## config.mk

```make
export PLATFORM = sky130hd
export DESIGN_NAME = argmax_classifier
export DESIGN_NICKNAME = d
export VERILOG_FILES = /design/src/rtl/elm_pkg.sv /design/src/rtl/argmax_cmp.sv /design/src/rtl/argmax_classifier.sv
export SDC_FILE = /design/constraint.sdc
export NUM_CORES = 1
export LEC_CHECK = 0
export BUFFER_PORTS_ARGS = -buffer_cell sky130_fd_sc_hd__buf_4
export CORE_AREA = 4 4 98 63
export CTS_BUF_LIST = sky130_fd_sc_hd__clkbuf_8
export CTS_CLUSTER_SIZE = 8
export DETAILED_ROUTE_END_ITERATION = 10
export DIE_AREA = 0 0 102 67
export PLACE_DENSITY = 0.78
export SYNTH_ARGS = -nofsm -noshare
export SYNTH_HDL_FRONTEND = slang
export SYNTH_SLANG_ARGS = --single-unit
```

## constraint.sdc

```tcl
create_clock -name clk -period 5.3 [get_ports clk]
set_clock_uncertainty 0.2 [all_clocks]
set_input_delay 1.06 -clock clk [delete_from_list [all_inputs] [get_ports clk]]
set_output_delay 1.06 -clock clk [all_outputs]
set_load 0.01 [all_outputs]
```

## src/rtl/elm_pkg.sv

```systemverilog
// rtl/elm_pkg.sv - shared ELM pipeline types and default dimensions
package elm_pkg;

  localparam int ELM_CLASSES = 10;
  localparam int ELM_SCORE_W = 16;

  typedef enum logic [1:0] {
    IDLE = 2'd0,
    COMP = 2'd1,
    DONE = 2'd2
  } state_t;

endpackage

```

## src/rtl/argmax_cmp.sv

```systemverilog
// rtl/argmax_cmp.sv - combinational signed/unsigned score compare
module argmax_cmp #(
  parameter int DATA_W     = 16,
  parameter int SIGNED_CMP = 1
) (
  input  logic [DATA_W-1:0] a,
  input  logic [DATA_W-1:0] b,
  output logic              gt,
  output logic              lt_threshold
);

  always_comb begin
    if (SIGNED_CMP != 0) begin
      gt           = $signed(a) > $signed(b);
      lt_threshold = $signed(a) < $signed(b);
    end else begin
      gt           = a > b;
      lt_threshold = a < b;
    end
  end

endmodule

```

## src/rtl/argmax_classifier.sv

```systemverilog
// rtl/argmax_classifier.sv - streaming argmax over one score per class with threshold reject
module argmax_classifier
  import elm_pkg::*;
#(
  parameter  int NUM_CLASSES = ELM_CLASSES,
  parameter  int DATA_W      = ELM_SCORE_W,
  parameter  int SIGNED_CMP  = 1,
  parameter  int REJECT_EN   = 1,
  localparam int IDX_W       = $clog2(NUM_CLASSES)
) (
  input  logic              clk,
  input  logic              rst,
  input  logic              start,
  input  logic              score_valid,
  input  logic [DATA_W-1:0] score_data,
  output logic              score_ready,
  input  logic [DATA_W-1:0] threshold,
  output logic [IDX_W-1:0]  class_idx,
  output logic [DATA_W-1:0] max_score,
  output logic              rejected,
  output logic              done,
  output logic              busy
);

  state_t state, state_nx;

  logic [IDX_W-1:0]  cnt;
  logic [IDX_W-1:0]  idx_q;
  logic [DATA_W-1:0] max_q;
  logic [DATA_W-1:0] thr_q;
  logic              rej_q;

  logic              accept, first, last;
  logic              gt, lt_unused, gt_unused, below_thr;
  logic [DATA_W-1:0] new_max;

  assign accept  = score_valid && (state == COMP);
  assign first   = (cnt == '0);
  assign last    = (cnt == IDX_W'(NUM_CLASSES - 1));
  assign new_max = gt ? score_data : max_q;

  argmax_cmp #(.DATA_W(DATA_W), .SIGNED_CMP(SIGNED_CMP)) u_score_cmp (
    .a            (score_data),
    .b            (max_q),
    .gt           (gt),
    .lt_threshold (lt_unused)
  );

  // The threshold check sees the max including the final beat's compare.
  argmax_cmp #(.DATA_W(DATA_W), .SIGNED_CMP(SIGNED_CMP)) u_thr_cmp (
    .a            (new_max),
    .b            (thr_q),
    .gt           (gt_unused),
    .lt_threshold (below_thr)
  );

  always_ff @(posedge clk or negedge rst) begin
    if (!rst) state <= IDLE;
    else      state <= state_nx;
  end

  always_comb begin
    state_nx    = state;
    score_ready = 1'b0;
    busy        = 1'b0;
    done        = 1'b0;
    case (state)
      IDLE: if (start) state_nx = COMP;
      COMP: begin
        busy        = 1'b1;
        score_ready = 1'b1;
        if (accept && last) state_nx = DONE;
      end
      DONE: begin
        done = 1'b1;
        if (start) state_nx = COMP;
      end
      default: state_nx = IDLE;
    endcase
  end

  always_ff @(posedge clk or negedge rst) begin
    if (!rst) begin
      cnt   <= '0;
      idx_q <= '0;
      max_q <= '0;
      thr_q <= '0;
      rej_q <= 1'b0;
    end else begin
      if (start && (state == IDLE || state == DONE)) begin
        cnt <= '0;
      end else if (accept && !last) begin
        cnt <= cnt + 1'b1;
      end
      if (accept) begin
        if (first) begin
          max_q <= score_data;
          idx_q <= '0;
          thr_q <= threshold;
          rej_q <= 1'b0;
        end else begin
          // Strictly greater keeps the lower index on ties.
          if (gt) begin
            max_q <= score_data;
            idx_q <= cnt;
          end
          if (last) rej_q <= (REJECT_EN != 0) && below_thr;
        end
      end
    end
  end

  assign class_idx = idx_q;
  assign max_score = max_q;
  assign rejected  = rej_q;

endmodule

```

# [After elaboration in Yosys (flattened, before gate mapping)]
# Index checks and enable logic that the tools add are counted.
[classes] addsub=1 n_lt_le_gt_ge=2 muxes=13 reduce_logical=16 eq_ne=5
[op_table] cell="$mux W16" count=2
[op_table] cell="$gt A16 B16 Y1" count=1
[op_table] cell="$lt A16 B16 Y1" count=1
[op_table] cell="$mux W4" count=4
[op_table] cell="$reduce_and A2 Y1" count=4
[op_table] cell="$reduce_bool A2 Y1" count=3
[op_table] cell="$add A4 B1 Y4 const B" count=1
[op_table] cell="$eq A4 B4 Y1 const B" count=1
[op_table] cell="$logic_and A1 B1 Y1" count=4
[op_table] cell="$logic_not A4 Y1" count=1
[op_table] cell="$mux W1" count=4
[op_table] cell="$mux W2" count=2
[op_table] cell="$ne A2 B1 Y1 const B" count=2
[op_table] cell="$pmux W2 S2" count=1
[op_table] cell="$eq A2 B1 Y1 const B" count=1
[op_table] cell="$eq A2 B2 Y1 const B" count=1
[op_table] cell="$logic_not A2 Y1" count=1
[op_table] cell="$reduce_or A2 Y1" count=1
[op_table] cell="$logic_not A1 Y1" count=1
[op_table] cell="$logic_or A1 B1 Y1" count=1
[totals] word_cells=43 output_inout_bits=24 input_bits=36 ff_bits=43

# [Depth between registers and ports, before layout]
# Gate-level depths: netlist (run 1).
[depth] depth_word=5 depth_mapped=17 mapped_depth_nobuf=16

# [By module]
# From an unflattened synthesis (run 1), not the netlist that was laid out.
[unflattened] cells_unflattened=261 area_unflattened_um2=2909.0
[modules_own_cells] mod="argmax_classifier" cells_per_inst=139 area_per_inst_um2=2008.2 instances=1
[modules_own_cells] mod="argmax_cmp" cells_per_inst=61 area_per_inst_um2=450.4 instances=2

# [Worst setup path after synthesis (run 1)]
# OpenSTA, ideal clock, no wires.
[synth_timing] kind="input to register" from="in score_data[15]" to="reg rej_q (netlist: rejected)" setup_time_ns=0.069 t_arrival_ns=4.528 stages=16 path_slack_ns=0.503 path_cell_list="ha_1 > nand4_1 > or3_1 > a21o_1 > and4bb_4 > nor2_4 > buf_2 > mux2_2 > ha_1 > a21o_1 > a31oi_1 > o311ai_0 > a21oi_1 > o211ai_1 > a311o_1 > nand3_1"
[synth_via] elab_chain_len=5
[synth_lines] element="start, declared" line_no="argmax_classifier.sv:15" source="input logic [DATA_W-1:0] score_data,"
[synth_lines] element="$gt A16 B16 Y1" line_no="argmax_cmp.sv:14" source="gt = $signed(a) > $signed(b);"
[synth_lines] element="$mux W16 *"
[synth_lines] element="$lt A16 B16 Y1 *" line_no="argmax_cmp.sv:15" source="lt_threshold = $signed(a) < $signed(b);"
[synth_lines] element="$mux W1 *" line_no="argmax_classifier.sv:107" source="if (last) rej_q <= (REJECT_EN != 0) && below_thr;"
[synth_lines] element="$mux W1 *" line_no="argmax_classifier.sv:96" source="if (first) begin"
[synth_lines] element="end signal, assigned" line_no="argmax_classifier.sv:107"
[synth_lines] element="end, declared" line_no="argmax_classifier.sv:31" source="logic rej_q;"
# Every way passes the cells marked *; elsewhere a longest branch is shown, timed or not. The select of a mux whose other input is x is not followed.
# A chain may end at the register's enable or synchronous reset.

# [Worst setup path after layout (run 1)]
# Ends and elaborated chain as after synthesis.

==> results of run 1 <==
[cell usage after synthesis]
| master | number |
|---|---|
| nand2b_1 | 3 |
| nor2_1 | 11 |
| o21a_1 | 1 |
| a21o_1 | 8 |
| a31oi_1 | 1 |
| a32o_1 | 2 |
| mux2_4 | 8 |
| nor2b_1 | 3 |
| ha_1 | 34 |
| or2_2 | 2 |
| buf_4 | 1 |
| nor2_4 | 1 |
| nand4_1 | 9 |
| o21ai_0 | 5 |
| a311o_1 | 1 |
| nand3b_1 | 1 |
| xor2_1 | 2 |
| buf_6 | 2 |
| o211ai_1 | 4 |
| clkbuf_1 | 2 |
| inv_1 | 36 |
| xnor2_1 | 1 |
| buf_2 | 1 |
| dfrtp_1 | 43 |
| a31oi_4 | 1 |
| a2bb2oi_1 | 1 |
| and4bb_4 | 1 |
| a21oi_1 | 11 |
| o311ai_0 | 1 |
| nand4bb_1 | 1 |
| nand3_1 | 7 |
| or3_1 | 1 |
| and2_1 | 1 |
| nand2_1 | 10 |
| mux2_2 | 39 |
| o41ai_1 | 2 |
[worst paths after layout]
| check | to | cells past startpoint | slack (ns) | start |
|---|---|---|---|---|
| worst max-delay path | rejected | 17 | 0.25 | score_data[15] |
| worst min-delay path | class_idx[1] | 1 | 0.31 | class_idx[1] |
| worst max register to register | rejected | 17 | 0.65 | max_score[15] |
| worst min register to register | class_idx[1] | 1 | 0.31 | class_idx[1] |
| max in group asynchronous | max_score[7] | 1 | 3.99 | rst |
| min in group asynchronous | thr_q[12] | 1 | 0.54 | rst |
[power breakdown]
group	switching, W	internal [W]	leakage, nW	total (W)
clock network	0.000109	0.0000860	0.0413	0.000195
logic	0.000617	0.000681	1.17	0.00130
registers	0.000135	0.000490	0.518	0.000625
[layout by cell type, fill, tap and decap left out, types with 9 or more instances in the layout]
cell type | synthesis | routed
buf_4 | 1 | 61
dfrtp_1 | 43 | 43
mux2_2 | 39 | 39
inv_1 | 36 | 37
ha_1 | 34 | 34
a21oi_1 | 11 | 11
nor2_1 | 11 | 11
nand2_1 | 10 | 10
nand4_1 | 9 | 9
[state kept, by name, summed over array words and instances, names as in the netlist]
name       count
thr_q         16
state          2
max_score     16
cnt            4
rejected       1
class_idx      4
[layer usage]
layer / track usage [%] / share of wire (%) / vias to the layer above / wire [microns]
met5: 0 / 0 / - / 0
met4: 4.42 / 0.68 / 0 / 42
met3: 4.29 / 5.1 / 7 / 316
met2: 29.1 / 42 / 49 / 2580
met1: 29.1 / 53 / 1006 / 3270
li1: - / - / 1037 / -
[area by class of cell]
| type | instances | area, sq um |
|---|---|---|
| timing repair buffer | 61 | 458 |
| multi-input combinational | 173 | 1560 |
| clock buffer | 5 | 68.8 |
| fill | 440 | 1970 |
| inverter | 36 | 135 |
| clock inverter | 1 | 3.75 |
| sequential | 43 | 1080 |
| tap | 69 | 86.3 |
[cell families (layout without fill, tap and decap cells)]
| logic type | after synthesis | in the layout | synth area share (%) |
|---|---|---|---|
| AND/OR/NAND/NOR | 51 | 51 | 9.92 |
| buffers and inverters | 42 | 103 | 6.31 |
| AO/OA/AOI/OAI | 38 | 38 | 9.60 |
| multiplexers | 47 | 47 | 19.9 |
| flip-flops | 43 | 43 | 38.2 |
| XOR/XNOR | 3 | 3 | 0.934 |
| adder cells (fa/ha/maj) | 34 | 34 | 15.1 |
[metrics by stage]
step | util (%) | instances
after floorplan | - | 258
after global placement | 61.9 | 382
after detailed placement | 61.9 | 382
after CTS | 63.2 | 388
after global routing | 63.2 | 388
final | 63.2 | 388
==> flow_summary.json, run 1 <==
{
  "cp_max_fo": 12,
  "io_buffers": 59,
  "drt-total-wl_mm": 6.21,
  "worst_path_largest_cell_delay_ns": 0.42,
  "grt_pass1_wl_mm": 10.4,
  "grt_overflow": 0,
  "yosysUniqueCellTypes": 36,
  "setup_viol": 0,
  "max_freq_mhz": 198,
  "slowest_stage": "or3_1",
  "synth_cells": 258,
  "crit_top_cell": "a21o_1",
  "drc_errors": 0,
  "diodes": 0,
  "cap_viol_max_count": 0,
  "viasPerCell": 5.41,
  "die_area_sq_um": 6830,
  "leakage_nw": 1.73,
  "postCtsHoldBufs": 0,
  "syn_area_sq_um": 2810,
  "dr.pass1.iters": 4,
  "slew_headroom_pct": 33.3,
  "die_h_microns": 67,
  "post_cts_buffers": 0,
  "synthTopCellsByArea": "dfrtp_1 (38%), mux2_2 (16%), ha_1 (15%)",
  "worstSetupStartpointType": "input pin",
  "critPathBufInv": 2,
  "synth_top_area_share_pct": 38.2,
  "max-clock-path-buffers": 2,
  "clk_pin_slew_ns": 0.08,
  "grt_pass1_vias": 2151,
  "synth.avg_cell_area_sq_um": 10.9,
  "cts-htree-levels": 2,
  "cts_resized": 0,
  "syn_nets": 328,
  "p_total_w": 0.00212,
  "place_ws_ns": -0.00666,
  "clk_latency_ns": 0.30,
  "root_buffer": "clkbuf_8",
  "end_kind": "register",
  "yosysWarnings": 0,
  "grt_max_degree": 44,
  "dp_hpwl_mm": 4.88,
  "fin_ws_ns": 0.250,
  "crit_chain": "buf_4 > ha_1 > nand4_1 > or3_1 > a21o_1 > and4bb_4 > nor2_4 > buf_4 > mux2_2 > ha_1 > a21o_1 > a21o_1 > a21o_1 > a21oi_1 > o211ai_1 > a311o_1 > nand3_1",
  "place_area_sq_um": 3320,
  "layout_min_cycle_time_ns": 5.05,
  "path_class": "in -> reg",
  "ys_ff_latch": 43,
  "nNetsFinal": 390,
  "numCtsBuffers": 5,
  "synth_top_area_cell": "dfrtp_1",
  "worst_pin_slew_ns": 0.998,
  "cts_tree": "done",
  "vias": 2099,
  "path_delay_family": "compound AO/OA/AOI/OAI gates",
  "initial_utilization_pct": 52.5,
  "rows": 21,
  "p_per_area_nw_per_um2": 625,
  "fin_setup_tns_ns": 0,
  "dr.first_iter.drc_count": 105,
  "grt_setup_unrepaired": "false",
  "wire_per_inst_microns": 16.0,
  "hold_violations": 0,
  "ant_nets": 0,
  "yosysSeqAreaShare_pct": 38.2,
  "fp.coreArea_sq_um": 5360,
  "outcome": "finished clean",
  "antenna_found_initial": 0,
  "design_area_sq_um": 3390,
  "track_usage_pct": 19.7,
  "globalplace.congestion": 0.902,
  "hold_class": "reg -> reg",
  "holdWs_ns": 0.305,
  "drive_above_1_share_pct": 37.0,
  "drv_slew": 0,
  "fp.dieW_microns": 102,
  "vdd_drop_max_v": 0.000284,
  "crit_required_ns": 5.34,
  "io_pins": 60,
  "period_share_pct": 95.3,
  "worst-endpoint-arrival_ns": 5.09,
  "area_growth_pct": 20.4,
  "cts.sinks": 43
}
(Power assumes the default switching activity.)
==> run 2, diff against run 1 <==
Settings changed: CORE_AREA 4 4 98 63 to 4 4 99 64, DIE_AREA 0 0 102 67 to 0 0 103 68, SLEW_MARGIN set to 0, SYNTH_HIERARCHICAL set to 1.
==> run 2 against run 1 <==
  * Hold slack improved by 0.0088 ns
  * Sequential share of layout area decreased by 0.98 points
  * Final cell count decreased by 0.26%
  * Non-clock buffer count increased by 1
  * Sequential power increased by 0.8%
  * Core utilization increased by 1.4 points
  * Synthesized cell count decreased by 1.2%
==> flow_summary.json, run 2 <==
{
  "crit_chain": "buf_4 > ha_1 > nand4_2 > nor4_2 > a21boi_1 > or4b_4 > mux2i_2 > buf_4 > mux2_2 > ha_1 > a21oi_1 > o21ai_0 > a21oi_1 > or4b_4 > mux2i_1 > a32o_1",
  "postLayoutCoreUtil_pct": 64.6,
  "leakage_nw": 1.77,
  "root_buffer": "clkbuf_8",
  "drt-total-wl_mm": 6.14,
  "track_usage_pct": 18.9,
  "hold_class": "reg -> reg",
  "n_fill_cell": 442,
  "io_buffers": 59,
  "numCtsBuffers": 5,
  "slew_headroom_pct": 63.7,
  "grt_pass1_wl_mm": 10.1,
  "postCtsHoldBufs": 0,
  "vdd_drop_max_v": 0.000253,
  "die_area_sq_um": 7000,
  "hold_depth": 1,
  "nNetsFinal": 388,
  "area_growth_pct": 21.8,
  "cts_tree": "done",
  "cp_max_fo": 7,
  "ff2ff_setup_slack_ns": 0.65,
  "slowest_stage": "or4b_4",
  "layout_min_cycle_time_ns": 5.09,
  "vias": 2095,
  "fp.coreArea_sq_um": 5410,
  "grt_overflow": 0,
  "place_area_sq_um": 3380,
  "max-clock-path-buffers": 2,
  "cts-htree-levels": 2,
  "design_area_sq_um": 3500,
  "post_cts_buffers": 0,
  "ant_nets": 0,
  "dr.pass1.iters": 4,
  "worstReg2RegStart": "max_score[14]",
  "path_class": "in -> reg",
  "grt_pass1_vias": 2064,
  "grt_max_degree": 44,
  "setup_viol": 0,
  "antenna_found_initial": 0,
  "rows": 21,
  "reg2reg_to": "rejected",
  "path_delay_family": "simple AND/OR/NAND/NOR gates",
  "cp_num_cells": 16,
  "dr.first_iter.drc_count": 80,
  "p_per_area_nw_per_um2": 642,
  "dp_hpwl_mm": 4.79,
  "globalplace.congestion": 0.845,
  "worst_path_largest_cell_delay_ns": 0.48,
  "cts.sinks": 43,
  "worst_pin_slew_ns": 0.545,
  "yosysWarnings": 6,
  "drc_errors": 0,
  "drv_slew": 0,
  "cap_viol_max_count": 0,
  "end_kind": "register",
  "startpoint": "score_data[15]",
  "syn_nets": 326,
  "initial_utilization_pct": 53.0,
  "ff2ff_path_depth": 16,
  "final_cell_mix": "buf_4 (61), dfrtp_1 (43), mux2_2 (37), inv_1 (36), ha_1 (35)",
  "hold_violations": 0,
  "max_freq_mhz": 197,
  "diodes": 0,
  "cts_resized": 0,
  "fp.dieW_microns": 103,
  "worst-endpoint-arrival_ns": 5.07,
  "layout_commonest_cell": "buf_4",
  "synth_cells": 255,
  "grt_setup_unrepaired": "false",
  "period_share_pct": 96.0,
  "syn_area_sq_um": 2870,
  "crit_end": "rejected",
  "crit_required_ns": 5.29,
  "worstSetupStartpointType": "input pin",
  "die_h_microns": 68,
  "clk_pin_slew_ns": 0.08,
  "io_pins": 60,
  "critPathBufInv": 2,
  "outcome": "finished clean",
  "synth.avg_cell_area_sq_um": 11.3,
  "fin_setup_tns_ns": 0,
  "drive_above_1_share_pct": 40.9,
  "clk_latency_ns": 0.30,
  "viasPerCell": 5.41,
  "wire_per_inst_microns": 15.9
}
## run 2: worst min-delay path by stage
stage / start / end
after floorplan: thr_q[3] / thr_q[3]
after global placement: thr_q[6] / thr_q[6]
after detailed placement: thr_q[15] / thr_q[15]
after CTS: thr_q[3] / thr_q[3]
after global routing: thr_q[14] / thr_q[14]
final: thr_q[15] / thr_q[15]
## run 2: power by group
part | leakage (nW) | internal [W] | switching [W]
sequential | 0.518 | 0.000489 | 0.000141
clock | 0.0612 | 0.000153 | 0.000115
combinational | 1.20 | 0.000726 | 0.000619
total | 1.77 | 0.00137 | 0.000875
## run 2: area by class of cell
type / instances / area (sq um) / share of cell area [%]
repair buffers: 62 / 478 / 13.7
well taps: 69 / 86.3 / 2.47
inverters: 36 / 135 / 3.87
flip-flops and latches: 43 / 1080 / 30.8
clock buffers: 6 / 82.6 / 2.36
clock inverters: 2 / 35.0 / 1.00
multi-input cells: 169 / 1600 / 45.8
## run 2: through the flow
| stage | cells | total power [W] | hold WS (ns) | worst slack, ns |
|---|---|---|---|---|
| 2_1_floorplan | 255 | 0.00158 | 0.279 | 0.313 |
| 6_report | 387 | 0.00224 | 0.314 | 0.214 |
| 3_3_place_gp | 379 | 0.00192 | 0.289 | 0.0506 |
| 3_5_place_dp | 379 | 0.00197 | 0.293 | -0.00164 |
| 5_1_grt | 387 | 0.00243 | 0.328 | 0.0776 |
| 4_1_cts | 387 | 0.00225 | 0.312 | 0.290 |
## run 2: routing by layer
layer  share of wire [%]  global-route usage, %  up-vias
met5                   0                      0        -
met4                 1.3                   5.17        0
met3                 6.9                   5.40        9
met2                  43                   28.4       69
met1                  48                   26.7      993
li1                    -                      -     1024
